<file path="config.mk">
export PLATFORM = sky130hd
export DESIGN_NAME = store_data_align
export DESIGN_NICKNAME = d
export VERILOG_FILES = /design/src/rtl/store_data_align.sv
export SDC_FILE = /design/constraint.sdc
export NUM_CORES = 1
export LEC_CHECK = 0
export BUFFER_PORTS_ARGS = -buffer_cell sky130_fd_sc_hd__buf_2
export CAP_MARGIN = 20
export CORE_MARGIN = 2
export CORE_UTILIZATION = 30
export CTS_CLUSTER_SIZE = 28
export DETAILED_ROUTE_END_ITERATION = 8
export SYNTH_ARGS = -nofsm -noshare
export SYNTH_HDL_FRONTEND = slang
export SYNTH_SLANG_ARGS = --single-unit
</file>
<file path="constraint.sdc">
create_clock -name clk -period 2.5 [get_ports clk]
set_clock_uncertainty 0.15 [all_clocks]
set_input_delay 0.25 -clock clk [delete_from_list [all_inputs] [get_ports clk]]
set_output_delay 0.25 -clock clk [all_outputs]
set_load 0.01 [all_outputs]
</file>
<file path="src/rtl/store_data_align.sv">
// store_data_align: turns store requests into word-aligned write beats, splitting lane-crossing stores in two.
// Define STORE_MISALIGN_TRAP_EN to reject crossing stores with err instead of splitting them.
module store_data_align #(
  parameter int ADDR_W = 32,
  parameter int DATA_W = 32
) (
  input  logic              clk,
  input  logic              reset,
  input  logic              req_valid,
  output logic              req_ready,
  input  logic [ADDR_W-1:0] req_addr,
  input  logic [DATA_W-1:0] req_data,
  input  logic [2:0]        funct3,
  output logic              mem_wr_en,
  output logic [ADDR_W-1:0] mem_addr,
  output logic [DATA_W-1:0] mem_wdata,
  output logic [3:0]        mem_be,
  input  logic              mem_ack,
  output logic              done,
  output logic              err
);
  typedef enum logic [1:0] {IDLE, BEAT1, BEAT2} state_t;
  state_t state;
  logic [1:0] off;
  logic [3:0] mask;
  logic [7:0] be_wide;
  logic [2*DATA_W-1:0] wd_wide;
  logic split, bad;
  logic [ADDR_W-1:0] base;
  // Shifting into a double-width field yields both beats at once: the upper half is beat two.
  always_comb begin
    off = req_addr[1:0];
    mask = funct3 == 3'b000 ? 4'b0001 : funct3 == 3'b001 ? 4'b0011 : 4'b1111;
    be_wide = {4'b0000, mask} << off;
    wd_wide = {{DATA_W{1'b0}}, req_data} << {off, 3'b000};
    base = {req_addr[ADDR_W-1:2], 2'b00};
    split = |be_wide[7:4];
`ifdef STORE_MISALIGN_TRAP_EN
    bad = funct3 > 3'b010 || split;
`else
    bad = funct3 > 3'b010;
`endif
  end
`ifndef STORE_MISALIGN_TRAP_EN
  logic split_q;
  logic [ADDR_W-1:0] hi_addr;
  logic [DATA_W-1:0] hi_wdata;
  logic [3:0] hi_be;
  always_ff @(posedge clk) begin
    if (reset) begin
      split_q <= 1'b0;
      hi_addr <= '0;
      hi_wdata <= '0;
      hi_be <= '0;
    end else if (state == IDLE && req_valid && req_ready) begin
      split_q <= split;
      hi_addr <= base + ADDR_W'(4);
      hi_wdata <= wd_wide[2*DATA_W-1:DATA_W];
      hi_be <= be_wide[7:4];
    end
  end
`endif
  always_ff @(posedge clk) begin
    if (reset) begin
      state <= IDLE;
      req_ready <= 1'b1;
      mem_wr_en <= 1'b0;
      mem_addr <= '0;
      mem_wdata <= '0;
      mem_be <= '0;
      done <= 1'b0;
      err <= 1'b0;
    end else begin
      done <= 1'b0;
      err <= 1'b0;
      case (state)
        IDLE: if (req_valid && req_ready) begin
          if (bad) err <= 1'b1;
          else begin
            state <= BEAT1;
            req_ready <= 1'b0;
            mem_wr_en <= 1'b1;
            mem_addr <= base;
            mem_wdata <= wd_wide[DATA_W-1:0];
            mem_be <= be_wide[3:0];
          end
        end
        BEAT1: if (mem_ack) begin
`ifndef STORE_MISALIGN_TRAP_EN
          if (split_q) begin
            state <= BEAT2;
            mem_addr <= hi_addr;
            mem_wdata <= hi_wdata;
            mem_be <= hi_be;
          end else begin
            state <= IDLE;
            req_ready <= 1'b1;
            mem_wr_en <= 1'b0;
            done <= 1'b1;
          end
`else
          state <= IDLE;
          req_ready <= 1'b1;
          mem_wr_en <= 1'b0;
          done <= 1'b1;
`endif
        end
`ifndef STORE_MISALIGN_TRAP_EN
        BEAT2: if (mem_ack) begin
          state <= IDLE;
          req_ready <= 1'b1;
          mem_wr_en <= 1'b0;
          done <= 1'b1;
        end
`endif
        default: begin
          state <= IDLE;
          req_ready <= 1'b1;
          mem_wr_en <= 1'b0;
        end
      endcase
    end
  end
endmodule

</file>
==> flow_summary_export.csv, run 1 <==
group,metric,value,unit
pwr,sw_frac_of_total,0.347,
worst_hold_path,hold_end,"hi_addr[29]$_SDFFE_PP0P_",
placement,dpl_worst_slack,0.291,ns
finish,final_net_count,925,
die,ios,143,
routing,dr.pass1.iters,5,
worst_hold_path,holdCritStartpoint,"req_addr[29]",
setup_path,crit_type,"reg2reg",
pwr,clkPwrFrac,0.309,
global_routing,grt_pass1_wl,28400,um
placement,dp_hpwl,12700,um
die,fp.dieArea,21700,sq um
sta,final-setup-viol-count,0,
setup_path,reg2reg_from,"state[0]$_SDFFE_PP0P_",
synthesis,seq_area_frac_synth,0.421,
synthesis,mappedNetlistArea,6170,sq um
pwr,power.leakage,3.19,nW
setup_path,max_stage_delay,0.39,ns
synthesis,yosysTopAreaCell,"dfxtp_1",
clock_network,cts_made_buffers,17,
routing,drt_wl_total,18100,um
pwr,p_sw,2.96,mW
routing,final_antenna_net_count,0,
sta,max-slew-margin-rel,0.260,
worst_hold_path,hold_class,"in2reg",
setup_path,cp_common_cell,"inv_1",
sta,finalCriticalPeriod,2.21,ns
setup_path,start_kind,"flip-flop",
synthesis,synth_top_area_frac,0.421,
setup_path,crit_buf_inv,3,
clock_network,cts_tree,"built",
synthesis,syn_avg_cell_area,8.60,sq um
global_routing,grt_max_degree,72,
finish,n_antenna_cell,0,
clock_network,clk_pin_slew,0.06,ns
global_routing,grt_pass1_vias,5388,
synthesis,ys_warn_count,0,
die,placementRows,52,
global_routing,antenna_found_initial,0,
global_routing,grt_usage,0.165,
synthesis,synth.area.top_cells,"dfxtp_1 (42%), mux2i_1 (7.9%), a211oi_1 (7.7%), nor2_1 (6.9%), a221oi_1 (4.0%)",
routing,drcViolationCount,0,
sta,rsz0062_at_grt,"false",
sta,max_freq,452,MHz
synthesis,synth.distinct_cells,44,
setup_path,worstReg2RegEnd,"mem_addr[14]$_SDFFE_PP0P_",
clock_network,post-cts-setup-buffers,0,
setup_path,cp-end-kind,"flip-flop",
sta,tightestPinTransition,1.10,ns
routing,via_per_inst,5.06,
sta,fin_crit_sh,0.885,
routing,detail_route.wl_per_cell,16.0,um
die,die_y,147,um
sta,maxSlewViolCount,0,
outcome,outcome,"completed",
synthesis,ys_seq_elements,130,
finish,utilization,0.394,
routing,drtIter0Drc,283,
finish,layout-drive-gt1-share,0.257,
routing,via_count,5735,
clock_network,cts.sinks,130,
sta,hold_viol_final,0,
pwr,p_int,5.56,mW
job,maxCapViolations,0,
pwr,total_power,8.53,mW
clock_network,cts_root_buffer,"clkbuf_16",
clock_network,cts_max_path_buffers,2,
setup_path,r2r_setup_slack,0.29,ns
placement,portBuffers,140,
setup_path,arrival,2.39,ns
placement,gp_congestion,0.871,
setup_path,reg2reg_depth,8,
die,die_x,147,um
setup_path,crit_family,"buffers and inverters",
setup_path,critical-path-slowest-cell,"dfxtp_1",
worst_hold_path,holdPathStages,3,
clock_network,clk_latency,0.42,ns
setup_path,required,2.68,ns
setup_path,crit_path_cell_trace,"inv_1 > ha_1 > inv_1 > a31oi_1 > a21oi_4 > buf_4 > nor2_1 > a211oi_1",
setup_path,cp_max_fo,32,
pwr,powerDensity,1070,nW/um^2
sta,setup_slack,0.289,ns
pwr,combPwrFrac,0.348,
synthesis,synth_cells,718,
sta,holdWs,0.0147,ns
sta,tns,0,ns
die,initial_core_util,0.305,
global_routing,grt_overflow,0,
finish,fillers,2055,
finish,seq_area,2600,sq um
clock_network,htreeDepth,4,
die,coreArea,20200,sq um
pwr,peakVddDrop,0.560,mV
pwr,seq_power_share,0.343,
finish,multi_input_area,3300,sq um
finish,syn_to_final_growth,29.0,%
[cell usage after synthesis, drive strengths merged]
master   count
a211oi      63
a211o        1
a31oi        2
a21oi       39
xnor2        5
o21ai        3
and2         3
nor4         1
buf         21
mux2        21
nand3b       2
and3         9
xor2        21
ha           4
or3b         1
nor2       113
a21boi       1
nand4        7
o31ai        4
nand4b       2
conb         1
a21o         1
a221oi      28
clkbuf      41
nor2b        3
or3          2
inv         14
a311oi       2
nand2       50
o21a         1
nand3       31
a221o        1
and4         3
nor4b        1
mux2i       49
nand2b       1
nor3        31
a2111oi      5
dfxtp      130
[layout make-up]
| cell class | count | area share |
|---|---|---|
| inverters | 14 | 0.00660 |
| repair buffers | 174 | 0.131 |
| clock inverters | 10 | 0.0196 |
| multi-input cells | 513 | 0.415 |
| clock buffers | 22 | 0.0583 |
| flip-flops and latches | 130 | 0.327 |
| well taps | 270 | 0.0424 |
[worst register-to-register path, stage by stage (launching register included)]
cell and delay (ns):
dfxtp_1 0.39, inv_1 0.09, ha_1 0.28, inv_1 0.19, a31oi_1 0.15, a21oi_4 0.22
buf_4 0.34, nor2_1 0.09, a211oi_1 0.23
[cell families (layout without fill, tap and decap cells)]
logic type | count (synthesis) | count (layout) | synth area share
simple gates | 260 | 260 | 0.193
compound gates | 151 | 151 | 0.174
flops | 130 | 130 | 0.421
buf+inv | 76 | 220 | 0.0482
mux | 70 | 70 | 0.118
xor+xnor | 26 | 26 | 0.0369
fa+ha+maj | 4 | 4 | 0.00811
other cells | 1 | 2 | 0.000607
[placed cells by master, fill, tap and decap left out, types with 10 or more instances in the layout]
cell type,instances
a211oi_1,63
a21oi_1,38
a221oi_1,28
buf_2,139
buf_4,20
clkbuf_16,17
dfxtp_1,130
dlygate4sd3_1,10
inv_1,14
mux2_2,21
mux2i_1,49
nand2_1,50
nand3_1,30
nor2_1,113
nor3_1,31
xor2_1,21
[per-stage QoR]
| step | instance area (sq um) | instances |
|---|---|---|
| floorplan | 6180 | 719 |
| finish | 7960 | 1133 |
| detailed placement | 7240 | 1091 |
| global placement | 7240 | 1091 |
| global route | 7960 | 1133 |
| CTS | 7960 | 1133 |
[power by group through the flow]
stage / Sequential, mW / Combinational, mW / Clock (mW)
5_1_grt: 2.99 / 3.29 / 2.79
6_report: 2.93 / 2.96 / 2.64
2_1_floorplan: 3.09 / 1.76 / 0
4_1_cts: 2.94 / 3.01 / 2.69
3_5_place_dp: 2.97 / 2.99 / 0
3_3_place_gp: 2.96 / 2.96 / 0
[worst max path at each step]
stage,startpoint,endpoint,cells past startpoint,slack [ns]
after detailed placement,state[1]$_SDFFE_PP0P_,mem_wdata[25]$_SDFFE_PP0P_,9,0.29
after floorplan,state[0]$_SDFFE_PP0P_,mem_wdata[17]$_SDFFE_PP0P_,9,0.50
after global placement,state[1]$_SDFFE_PP0P_,mem_wdata[26]$_SDFFE_PP0P_,9,0.36
after CTS,state[0]$_SDFFE_PP0P_,mem_addr[14]$_SDFFE_PP0P_,8,0.28
after global routing,state[0]$_SDFFE_PP0P_,mem_wdata[27]$_SDFFE_PP0P_,9,0.1
final,state[0]$_SDFFE_PP0P_,mem_addr[14]$_SDFFE_PP0P_,8,0.29
[state kept, by name, summed over array words and instances, names as in the netlist, 2 cells and up]
| register | flops |
|---|---|
| mem_be | 4 |
| hi_be | 3 |
| mem_addr | 30 |
| mem_wdata | 32 |
| hi_addr | 30 |
| hi_wdata | 24 |
| state | 2 |
[per-layer routing]
| metal | up-vias | GRT usage | routed length, um |
|---|---|---|---|
| met5 | - | 0 | 0 |
| li1 | 2859 | - | - |
| met4 | 0 | 0.0577 | 281 |
| met1 | 2682 | 0.208 | 7820 |
| met2 | 175 | 0.276 | 8660 |
| met3 | 19 | 0.0401 | 1350 |
[what timing repair did]
action	CTS	global route
gates resized for setup	0	0
endpoints found under the hold margin	10	0
hold buffers	10	0
Note: power is estimated with default switching activity, not from simulation.
==> inputs of run 2 (changes only) <==
Settings changed: CORE_ASPECT_RATIO set to 1.5.
==> run 2 against run 1 <==
  * First-iteration DRC count is 31% higher
  * Non-clock buffer count is 4 higher
  * Highest routed layer unchanged
  * Clock-buffer cell count is 3 lower
==> flow_summary_export.csv, run 2 (same netlist as run 1, synthesis figures left out) <==
group,metric,value,unit
outcome,outcome,"completed",
pwr,powerDensity,1070,nW/um^2
sta,holdWs,0.0125,ns
finish,fin_cells,1132,
die,die_y,180,um
sta,maxSlewViolCount,0,
job,maxCapViolations,0,
finish,layout-drive-gt1-share,0.263,
clock_network,cts_tree,"built",
sta,tns,0,ns
placement,gp_congestion,0.834,
die,placementRows,64,
setup_path,cp_max_fo,7,
finish,final_cell_mix,"buf_2 (139), dfxtp_1 (130), nor2_1 (113)",
global_routing,antenna_found_initial,1,
sta,tightestPinTransition,0.766,ns
setup_path,start_kind,"input pin",
global_routing,grt_max_degree,68,
finish,final_common_cell,"buf_2",
clock_network,cts.sinks,130,
routing,drtIter0Drc,371,
clock_network,cts_root_buffer,"clkbuf_16",
die,coreArea,20300,sq um
worst_hold_path,hold_class,"in2reg",
finish,fillers,2092,
global_routing,grt_overflow,0,
sta,fin_crit_sh,0.883,
pwr,power.leakage,3.19,nW
clock_network,htreeDepth,4,
sta,max_freq,453,MHz
setup_path,crit_type,"in2reg",
placement,dp_hpwl,13600,um
sta,hold_viol_final,0,
sta,final-setup-viol-count,0,
finish,reg_top3,"mem_wdata x32, hi_addr x30, mem_addr x30",
sta,setup_slack,0.293,ns
sta,finalCriticalPeriod,2.21,ns
clock_network,cts_made_buffers,17,
finish,syn_to_final_growth,29.2,%
routing,drcViolationCount,0,
routing,via_count,5704,
sta,max-slew-margin-rel,0.488,
finish,multi_input_area,3310,sq um
finish,top_register,"mem_wdata",
routing,final_antenna_net_count,0,
global_routing,grt_pass1_vias,5425,
placement,portBuffers,140,
global_routing,grt_usage,0.172,
die,die_x,121,um
finish,largest_reg_flops,32,
routing,drt_wl_total,18800,um
placement,dpl_worst_slack,0.160,ns
setup_path,required,2.65,ns
clock_network,clk_latency,0.42,ns
routing,dr.pass1.iters,5,
die,ios,143,
routing,via_per_inst,5.04,
setup_path,cp-end-kind,"flip-flop",
clock_network,clk_pin_slew,0.06,ns
die,fp.dieArea,21800,sq um
clock_network,cts_max_path_buffers,2,
setup_path,arrival,2.36,ns
placement,dp_cells,1088,
finish,seq_area,2600,sq um
global_routing,grt_pass1_wl,29400,um
die,initial_core_util,0.304,
finish,final_net_count,929,
sta,rsz0062_at_grt,"false",
routing,detail_route.wl_per_cell,16.6,um
pwr,peakVddDrop,0.494,mV
## run 2: per-layer routing
metal	GRT usage	wire length, um	vias up
met1	0.196	7710	2637
met3	0.0416	964	29
met4	0.0657	410	0
met2	0.306	9750	178
li1	-	-	2860
met5	0	0	-
## run 2: timing repair
item                                   CTS  global route
resized for setup                        0             1
buffers inserted                         0             0
hold buffers                            11             0
endpoints found under the hold margin   11             0
setup endpoints to repair                0             9
## run 2: where the power goes
part | internal, mW | switching [mW]
clock network | 1.70 | 0.967
registers | 2.63 | 0.289
logic | 1.21 | 1.77
total | 5.54 | 3.03
## run 2: worst max-delay path, cell delays in order
cell and delay [ns]:
dlygate4sd3_1 0.52, buf_2 0.15, ha_1 0.25, nand3_1 0.12
nor3_1 0.24, buf_4 0.22, nand3_1 0.09, mux2i_1 0.13
a2111oi_0 0.39
## run 2: worst paths after layout
kind | from | slack [ns] | depth (start not counted) | to
worst min-delay path | req_data[1] | 0.01 | 3 | mem_wdata[1]$_SDFFE_PP0P_
worst max-delay path | req_addr[2] | 0.29 | 9 | hi_addr[30]$_SDFFE_PP0P_
worst max register to register | state[1]$_SDFFE_PP0P_ | 0.31 | 8 | mem_be[2]$_SDFFE_PP0P_
worst min register to register | hi_wdata[21]$_SDFFE_PP0P_ | 0.30 | 2 | hi_wdata[21]$_SDFFE_PP0P_
## run 2: per-stage QoR
stage	cell area, sq um	total power, mW	util
detailed placement	7230	5.99	0.356
finish	7980	8.57	0.392
CTS	7970	8.69	0.392
global placement	7230	5.95	0.356
floorplan	6180	4.86	-
global route	7980	9.14	0.392
## run 2: area by class of cell
class | count | share of cell area
Clock buffer | 19 | 0.0555
Timing Repair Buffer | 178 | 0.132
Sequential cell | 130 | 0.326
Clock inverter | 13 | 0.0232
Antenna cell | 1 | 0.000314
Inverter | 14 | 0.00659
Tap cell | 264 | 0.0414
Multi-Input combinational cell | 513 | 0.415
==> inputs of run 3 (changes only) <==
Settings changed: PLACE_DENSITY set to 0.59.
==> run 3 against run 2 <==
  * Clock-buffer cell count shrank 2
  * Cell count up 0.44%
  * First-iteration DRC count shrank 8.4%
  * Sequential share of layout area decreased by 0.23 points
  * Die area unchanged
  * Maximum frequency is 4.9% lower
  * Critical endpoint is now mem_be[2]$_SDFFE_PP0P_
==> flow_summary_export.csv, run 3 (same netlist as run 1, synthesis figures left out) <==
group,metric,value,unit
pwr,powerDensity,1070,nW/um^2
outcome,outcome,"completed",
placement,placed_area,7260,sq um
placement,dp_hpwl,14200,um
clock_network,cts_tree,"built",
clock_network,post-cts-setup-buffers,0,
setup_path,start_kind,"flip-flop",
routing,drcViolationCount,0,
routing,drt-met1-wl,7870,um
clock_network,clk_pin_slew,0.06,ns
pwr,sw_frac_of_total,0.358,
sta,fin_crit_sh,0.929,
global_routing,grt_usage,0.181,
job,maxCapViolations,0,
setup_path,crit_path_cell_trace,"inv_1 > ha_1 > inv_1 > a31oi_2 > a21o_1 > buf_4 > a211oi_1 > nor3_1",
sta,tns,0,ns
routing,drtIter0Drc,340,
routing,drt_wl_total,19600,um
setup_path,reg2reg_depth,8,
sta,hold_viol_final,0,
finish,post-route-cell-area,8040,sq um
finish,final_net_count,934,
finish,largest_reg_flops,32,
setup_path,max_stage_delay,0.38,ns
setup_path,r2r_setup_slack,0.18,ns
global_routing,grt_pass1_vias,5572,
global_routing,grt_overflow,0,
setup_path,worstReg2RegEnd,"mem_be[2]$_SDFFE_PP0P_",
setup_path,critical-path-slowest-cell,"a31oi_2",
setup_path,reg2reg_from,"state[1]$_SDFFE_PP0P_",
setup_path,crit_type,"reg2reg",
die,die_y,180,um
die,coreArea,20300,sq um
clock_network,clk_latency,0.42,ns
finish,syn_to_final_growth,30.1,%
pwr,peakVddDrop,0.541,mV
placement,dpl_worst_slack,0.0425,ns
pwr,clkPwrFrac,0.310,
setup_path,crit_end,"mem_be[2]$_SDFFE_PP0P_",
finish,layout-drive-gt1-share,0.266,
die,fp.dieArea,21800,sq um
pwr,p_sw,3.09,mW
sta,finalCriticalPeriod,2.32,ns
finish,fin_cells,1137,
pwr,combPwrFrac,0.351,
routing,routed-wl-met2,10300,um
setup_path,cp_max_fo,12,
clock_network,cts_made_buffers,17,
global_routing,grt_max_degree,49,
sta,tightestPinTransition,0.687,ns
sta,setup_slack,0.178,ns
global_routing,grt_pass1_wl,30800,um
sta,max_freq,431,MHz
setup_path,arrival,2.52,ns
global_routing,antenna_found_initial,1,
finish,final_common_cell,"buf_2",
placement,dp_cells,1090,
clock_network,htreeDepth,4,
placement,portBuffers,140,
die,ios,143,
setup_path,cp-end-kind,"flip-flop",
routing,dr.pass1.iters,5,
routing,final_antenna_net_count,0,
clock_network,cts_max_path_buffers,2,
setup_path,required,2.69,ns
finish,top_register,"mem_wdata",
pwr,seq_power_share,0.340,
die,die_x,121,um
sta,maxSlewViolCount,0,
routing,detail_route.wl_per_cell,17.3,um
worst_hold_path,hold_class,"in2reg",
finish,utilization,0.395,
clock_network,cts.sinks,130,
sta,final-setup-viol-count,0,
routing,via_count,5770,
sta,max-slew-margin-rel,0.542,
placement,gp_congestion,0.801,
finish,reg_top3,"mem_wdata x32, hi_addr x30, mem_addr x30",
sta,rsz0062_at_grt,"false",
setup_path,cp_common_cell,"inv_1",
routing,via_per_inst,5.07,
setup_path,crit_start,"state[1]$_SDFFE_PP0P_",
clock_network,cts_root_buffer,"clkbuf_16",
finish,final_cell_mix,"buf_2 (139), dfxtp_1 (130), nor2_1 (113)",
pwr,power.leakage,3.22,nW
routing,dr_wl_met3,1020,um
die,placementRows,64,
die,initial_core_util,0.304,
routing,top_layer,"met4",
pwr,p_int,5.54,mW
==> run 3: metrics by stage <==
stage | hold WS (ns) | power, mW
global placement | 0.288 | 5.97
finish | 0.0220 | 8.63
floorplan | 0.196 | 4.86
detailed placement | 0.293 | 6.01
CTS | 0.00240 | 8.73
global route | 0.0148 | 9.19
==> run 3: per-layer routing <==
metal  track usage  vias to the layer above
li1              -                     2871
met1         0.203                     2680
met2         0.327                      188
met3        0.0438                       31
met4        0.0680                        0
met5             0                        -
==> run 3: power groups by stage <==
stage / Clock (mW) / Combinational, mW / Sequential (mW)
2_1_floorplan: 0 / 1.76 / 3.09
3_3_place_gp: 0 / 3.00 / 2.97
3_5_place_dp: 0 / 3.04 / 2.98
4_1_cts: 2.73 / 3.06 / 2.94
5_1_grt: 2.83 / 3.36 / 3.01
6_report: 2.67 / 3.03 / 2.93
==> run 3: area by class of cell <==
type | count | area (sq um)
Clock inverter | 15 | 206
Sequential cell | 130 | 2600
Antenna cell | 1 | 2.50
Fill cell | 2118 | 12300
Timing Repair Buffer | 183 | 1110
Multi-Input combinational cell | 513 | 3310
Tap cell | 264 | 330
Clock buffer | 17 | 425
Inverter | 14 | 52.6
==> run 3: worst min path at each step <==
stage	from	to	slack, ns	cells after the start
global placement	hi_wdata[13]$_SDFFE_PP0P_	hi_wdata[13]$_SDFFE_PP0P_	0.29	2
detailed placement	hi_wdata[22]$_SDFFE_PP0P_	hi_wdata[22]$_SDFFE_PP0P_	0.29	2
CTS	req_data[2]	mem_wdata[2]$_SDFFE_PP0P_	0.002	3
global route	req_data[2]	mem_wdata[2]$_SDFFE_PP0P_	0.01	3
finish	req_data[3]	mem_wdata[3]$_SDFFE_PP0P_	0.02	3
floorplan	req_addr[2]	hi_addr[2]$_SDFFE_PP0P_	0.20	1
==> run 3: repair_timing <==
action	4_1_cts	5_1_grt
hold endpoints to repair	13	0
gates resized for setup	0	1
setup endpoints to repair	0	17
hold buffers	13	0
==> run 3: critical path, delay by kind of cell, from the launching register on <==
family / cells / cell delay [ns]
buf+inv: 3 / 0.51
flops: 1 / 0.32
compound gates: 3 / 0.82
simple gates: 1 / 0.18
fa+ha+maj: 1 / 0.28
